`config.mk`:
```
export PLATFORM = sky130hd
export DESIGN_NAME = disp_sched
export DESIGN_NICKNAME = d
export VERILOG_FILES = /design/src/rtl/disp_sched.sv
export SDC_FILE = /design/constraint.sdc
export NUM_CORES = 1
export LEC_CHECK = 0
export ABC_CLOCK_PERIOD_IN_PS = 5000
export CORE_ASPECT_RATIO = 0.75
export CORE_MARGIN = 2
export CORE_UTILIZATION = 35
export CTS_BUF_LIST = sky130_fd_sc_hd__clkbuf_4
export DETAILED_ROUTE_END_ITERATION = 10
export PLACE_DENSITY = 0.67
export SKIP_CTS_REPAIR_TIMING = 1
export SLEW_MARGIN = 30
export SYNTH_ARGS = -nofsm -noshare
export SYNTH_HDL_FRONTEND = slang
export SYNTH_SLANG_ARGS = --single-unit
```
`constraint.sdc`:
```
create_clock -name clk -period 5 [get_ports clk]
set_input_delay 0.5 -clock clk [delete_from_list [all_inputs] [get_ports clk]]
set_output_delay 0.5 -clock clk [all_outputs]
set_load 0.005 [all_outputs]
```
`src/rtl/disp_sched.sv`:
```
// disp_sched: display scheduler for a four-digit alarm clock tube display.
// Chooses time or alarm digits, drives per-digit blink masks while a field
// is being adjusted, and runs the alarm ring with key dismiss and timeout.
//
// Handshake note: there is no valid/ready flow here. Every input is a level
// or a single-cycle pulse that is sampled on each clk edge. Every output is
// registered. The output registers take their values from the state that the
// FSM is moving into, so a mode change appears on the outputs at the same
// edge that makes it.
module disp_sched #(
  parameter int BLINK_HALF = 250,
  parameter int RING_SEC   = 30
) (
  input  logic       clk,
  input  logic       rst_n,
  input  logic       tick_1k,
  input  logic       sw0,
  input  logic       sw1,
  input  logic       key_sel,
  input  logic       alarm_hit,
  input  logic [3:0] t_hourH,
  input  logic [3:0] t_hourL,
  input  logic [3:0] t_minH,
  input  logic [3:0] t_minL,
  input  logic [3:0] a_hourH,
  input  logic [3:0] a_hourL,
  input  logic [3:0] a_minH,
  input  logic [3:0] a_minL,
  output logic [3:0] dig3,
  output logic [3:0] dig2,
  output logic [3:0] dig1,
  output logic [3:0] dig0,
  output logic [3:0] blank,
  output logic [1:0] adj_field,
  output logic       adj_tgt,
  output logic       ring
);

  localparam int BW   = (BLINK_HALF > 1) ? $clog2(BLINK_HALF) : 1;
  localparam int SECW = (RING_SEC > 1) ? $clog2(RING_SEC) : 1;

  typedef enum logic [1:0] {
    S_RUN      = 2'd0,
    S_RING     = 2'd1,
    S_ADJ_MIN  = 2'd2,
    S_ADJ_HOUR = 2'd3
  } state_t;

  state_t          r_state;
  state_t          w_state_next;
  logic            r_sw0_q;
  logic            r_sw1_q;
  logic [BW-1:0]   r_blink_cnt;
  logic [BW-1:0]   w_blink_cnt_next;
  logic            r_blink_ph;
  logic            w_blink_ph_next;
  logic [9:0]      r_ms;
  logic [SECW-1:0] r_sec;
  logic            w_ring_expire;
  logic            w_show_time;
  logic [3:0]      w_blank_next;
  logic [3:0]      r_dig3, r_dig2, r_dig1, r_dig0;
  logic [3:0]      r_blank;
  logic [1:0]      r_adj_field;
  logic            r_adj_tgt;
  logic            r_ring;

  // Switch synchronisers: every decision in this block uses only these copies.
  always_ff @(posedge clk) begin
    if (!rst_n) begin
      r_sw0_q <= 1'b0;
      r_sw1_q <= 1'b0;
    end else begin
      r_sw0_q <= sw0;
      r_sw1_q <= sw1;
    end
  end

  // FSM state register.
  always_ff @(posedge clk) begin
    if (!rst_n) r_state <= S_RUN;
    else        r_state <= w_state_next;
  end

  // Next state. Leaving auto mode beats everything; in RUN an alarm beats a key.
  always_comb begin
    w_state_next  = r_state;
    w_ring_expire = (r_state == S_RING) && tick_1k && (r_ms == 10'd999) &&
                    (r_sec == SECW'(RING_SEC - 1));
    case (r_state)
      S_RUN: begin
        if (!r_sw0_q)       w_state_next = S_ADJ_MIN;
        else if (alarm_hit) w_state_next = S_RING;
      end
      S_RING: begin
        if (!r_sw0_q)                     w_state_next = S_ADJ_MIN;
        else if (key_sel || w_ring_expire) w_state_next = S_RUN;
      end
      S_ADJ_MIN: begin
        if (r_sw0_q)      w_state_next = S_RUN;
        else if (key_sel) w_state_next = S_ADJ_HOUR;
      end
      S_ADJ_HOUR: begin
        if (r_sw0_q)      w_state_next = S_RUN;
        else if (key_sel) w_state_next = S_ADJ_MIN;
      end
      default: w_state_next = S_RUN;
    endcase
  end

  // Blink phase. A state change restarts it so the new field is visible first.
  always_comb begin
    w_blink_cnt_next = r_blink_cnt;
    w_blink_ph_next  = r_blink_ph;
    if (w_state_next != r_state) begin
      w_blink_cnt_next = '0;
      w_blink_ph_next  = 1'b0;
    end else if (tick_1k) begin
      if (r_blink_cnt == BW'(BLINK_HALF - 1)) begin
        w_blink_cnt_next = '0;
        w_blink_ph_next  = ~r_blink_ph;
      end else begin
        w_blink_cnt_next = r_blink_cnt + 1'b1;
      end
    end
  end

  // Blink counter registers.
  always_ff @(posedge clk) begin
    if (!rst_n) begin
      r_blink_cnt <= '0;
      r_blink_ph  <= 1'b0;
    end else begin
      r_blink_cnt <= w_blink_cnt_next;
      r_blink_ph  <= w_blink_ph_next;
    end
  end

  // Ring timer: ms/sec counters cleared on RING entry and advanced only while ringing.
  always_ff @(posedge clk) begin
    if (!rst_n) begin
      r_ms  <= '0;
      r_sec <= '0;
    end else if ((w_state_next == S_RING) && (r_state != S_RING)) begin
      r_ms  <= '0;
      r_sec <= '0;
    end else if ((r_state == S_RING) && tick_1k) begin
      if (r_ms == 10'd999) begin
        r_ms <= '0;
        if (r_sec == SECW'(RING_SEC - 1)) r_sec <= '0;
        else                              r_sec <= r_sec + 1'b1;
      end else begin
        r_ms <= r_ms + 10'd1;
      end
    end
  end

  // Digit source and blank mask for the state being entered.
  always_comb begin
    w_show_time  = (w_state_next == S_RUN) || (w_state_next == S_RING) || r_sw1_q;
    w_blank_next = 4'b0000;
    case (w_state_next)
      S_RING:     w_blank_next = {4{w_blink_ph_next}};
      S_ADJ_MIN:  w_blank_next = {2'b00, w_blink_ph_next, w_blink_ph_next};
      S_ADJ_HOUR: w_blank_next = {w_blink_ph_next, w_blink_ph_next, 2'b00};
      default:    w_blank_next = 4'b0000;
    endcase
  end

  // Output registers.
  always_ff @(posedge clk) begin
    if (!rst_n) begin
      r_dig3      <= 4'd0;
      r_dig2      <= 4'd0;
      r_dig1      <= 4'd0;
      r_dig0      <= 4'd0;
      r_blank     <= 4'b0000;
      r_adj_field <= 2'b00;
      r_adj_tgt   <= 1'b1;
      r_ring      <= 1'b0;
    end else begin
      r_dig3      <= w_show_time ? t_hourH : a_hourH;
      r_dig2      <= w_show_time ? t_hourL : a_hourL;
      r_dig1      <= w_show_time ? t_minH  : a_minH;
      r_dig0      <= w_show_time ? t_minL  : a_minL;
      r_blank     <= w_blank_next;
      r_adj_field <= (w_state_next == S_ADJ_MIN)  ? 2'b01 :
                     (w_state_next == S_ADJ_HOUR) ? 2'b10 : 2'b00;
      r_adj_tgt   <= ((w_state_next == S_ADJ_MIN) || (w_state_next == S_ADJ_HOUR)) ?
                     r_sw1_q : 1'b1;
      r_ring      <= (w_state_next == S_RING);
    end
  end

  assign dig3      = r_dig3;
  assign dig2      = r_dig2;
  assign dig1      = r_dig1;
  assign dig0      = r_dig0;
  assign blank     = r_blank;
  assign adj_field = r_adj_field;
  assign adj_tgt   = r_adj_tgt;
  assign ring      = r_ring;

endmodule

```
==> results.cfg <==
[status]
outcome = complete, no violations

[final_layout]
n_antenna_cell = 0
final_cell_area_mm2 = 0.002912
layout_common_cells = clkdlybuf4s50_1 (62), nand2_1 (51), dfxtp_1 (50)
fin_cells = 385
syn_to_final_growth_pct = 32.14
layout_commonest_cell = clkdlybuf4s50_1
nets = 351
drive_above_1_share = 0.06189

[critical_path]
crit_chain = clkdlybuf4s50_1, nand3b_1, nor4_4, a41oi_1, a311oi_1
path_max_fanout = 13
slowest_delay_ps = 700
r2r_slack_ps = 3020
startpoint_type = input pin
worstPathRequired_ps = 5260
arrival_ps = 2450
cp_slowest_cell = clkdlybuf4s50_1
critPathKind = input pin to register
crit_path_end_kind = register

[place]
dp_hpwl_um = 3656
place_area_mm2 = 0.002859
placed_cells = 378
routabilityCongestion = 0.7658
portBuffers = 62

[floorplanning]
core_region_area_mm2 = 0.005946
rows = 24
die_x_um = 95.62
pin_count = 63
dieArea_mm2 = 0.006953
initial_core_util = 0.3706
fp.dieH_um = 72.72

[sta]
hold_viol_final = 0
layout_min_cycle_time_ps = 2190
grt_setup_unrepaired = no
timing.fmax_mhz = 456.6
final.period_utilization = 0.4381
drv_slew = 0
setup_viol_count_final = 0
worst_slew_pin_slew_ps = 743.6
fin_hold_ws_ps = 511.4
tns_ps = 0
max-slew-margin-rel = 0.5013
fin_worst_skew_ps = 5.616

[power_and_ir_drop]
p_per_area_mw_per_mm2 = 241.1
p_clk_frac = 0.257
p_sw_uw = 165.0
combPwrFrac = 0.141
peakVddDrop_v = 0.00009794
leakage_uw = 0.001079
switching_share = 0.2351
power_frac_seq = 0.602
internal-power_uw = 537.0

[global_route]
grt_max_degree = 20
grt_pass1_wl_um = 8010
antenna_found_initial = 0
grt_pass1_vias = 1637
overflow = 0
grt_usage = 0.1463

[detailed_routing]
wl_per_cell_um = 12.99
drc = 0
drtIter0Drc = 68
via_per_inst = 4.810
firstDrtPassIters = 4
antenna_left = 0
vias = 1852
drt_wl_total_um = 5002

[synthesis]
ys_warn_count = 0
async_reset_ff_frac = 0
synth_edf_count = 0
syn_area_per_cell_um2 = 8.744
ys_seq_area_frac = 0.4543
synth_flop_cell = dfxtp_1
synth.distinct_cells = 48
synth.net_count = 296
ys_ff_latch = 50
syn_inst = 252
syn_area_mm2 = 0.002203

[clocking]
clock_path_buffers = 2
cts_buffers = 5
root_buffer = clkbuf_4
path_clk_slew_ps = 130
clock_latency_ps = 340
clock-sinks = 50
h-tree-depth = 2
cts_tree = yes

[job]
maxCapViolCount = 0

[hold_path]
min_path_type = register to register
[worst max-delay path, delay by kind of cell]
kind	cells	cell delay, ps
buf+inv	1	700
simple gates	2	820
compound gates	2	430
[cell type report]
type	count	area, um2
Multi-Input combinational cell	185	1129
Tap cell	78	97.59
Fill cell	565	3034
Inverter	3	11.26
Timing Repair Buffer	62	620.6
Clock buffer	7	52.55
Sequential cell	50	1001
[Yosys cell counts (3+ instances only)]
| library cell | instances | share of area |
|---|---|---|
| a21oi_1 | 23 | 0.052 |
| buf_2 | 3 | 0.0068 |
| clkbuf_1 | 8 | 0.014 |
| dfxtp_1 | 50 | 0.45 |
| ha_1 | 5 | 0.028 |
| nand2_1 | 51 | 0.087 |
| nand2b_1 | 4 | 0.011 |
| nand3_1 | 5 | 0.011 |
| nand3b_1 | 4 | 0.014 |
| nand4_1 | 7 | 0.020 |
| nor2_1 | 26 | 0.044 |
| nor3_1 | 5 | 0.011 |
| nor3b_1 | 3 | 0.010 |
| xnor2_1 | 10 | 0.040 |
| xor2_1 | 6 | 0.024 |
[metal layers]
metal / wire [um] / track usage / vias to the layer above
li1: - / - / 977
met1: 2501 / 0.2240 / 848
met5: 0 / 0 / -
met3: 177 / 0.03512 / 2
met4: 27 / 0.03333 / 0
met2: 2296 / 0.2067 / 25
[cell families (layout without fill, tap and decap cells)]
group | Yosys count | count (layout) | synth area share
and+or+nand+nor | 125 | 125 | 0.2958
DFF | 50 | 50 | 0.4543
xor gates and xnor gates | 16 | 16 | 0.06360
AOI/OAI and AO/OA | 36 | 36 | 0.1090
muxes | 3 | 3 | 0.01420
adders and majority gates | 5 | 5 | 0.02839
buffers and inverters | 17 | 72 | 0.03463
[final timing paths]
kind	cells after the start	from	endpoint
max	5	tick_1k	r_sec[3]$_SDFFE_PP0P_
min	2	r_ms[1]$_SDFFE_PP0P_	r_ms[1]$_SDFFE_PP0P_
max reg2reg	4	r_state[0]$_SDFF_PN0_	r_sec[3]$_SDFFE_PP0P_
min reg2reg	2	r_ms[1]$_SDFFE_PP0P_	r_ms[1]$_SDFFE_PP0P_
[flip-flops by register name, summed over array words and instances, names as in the netlist]
| signal | cells |
|---|---|
| r_ms | 10 |
| dig0 | 4 |
| r_blink_cnt | 8 |
| r_sw0_q | 1 |
| adj_tgt | 1 |
| r_blink_ph | 1 |
| ring | 1 |
| blank | 2 |
| r_sw1_q | 1 |
| adj_field | 2 |
| r_state | 2 |
| r_sec | 5 |
| dig3 | 4 |
| dig1 | 4 |
| dig2 | 4 |
[per-stage QoR]
step	util	power [uW]	setup WS, ps
floorplan	-	469.5	3328
global placement	0.4804	529.3	2537
detailed placement	0.4809	530.6	2466
CTS	0.4897	710.7	2829
global route	0.4897	736.8	2637
finish	0.4897	702.1	2810
[power groups by stage]
stage / Combinational (uW) / Clock (uW) / Sequential (uW)
after CTS: 100 / 188 / 422
after detailed placement: 99.6 / 0 / 431
final: 99.3 / 181 / 422
after global routing: 109 / 204 / 425
after global placement: 98.6 / 0 / 431
after floorplan: 41.4 / 0 / 428
Note: power is estimated with default switching activity, not from simulation.
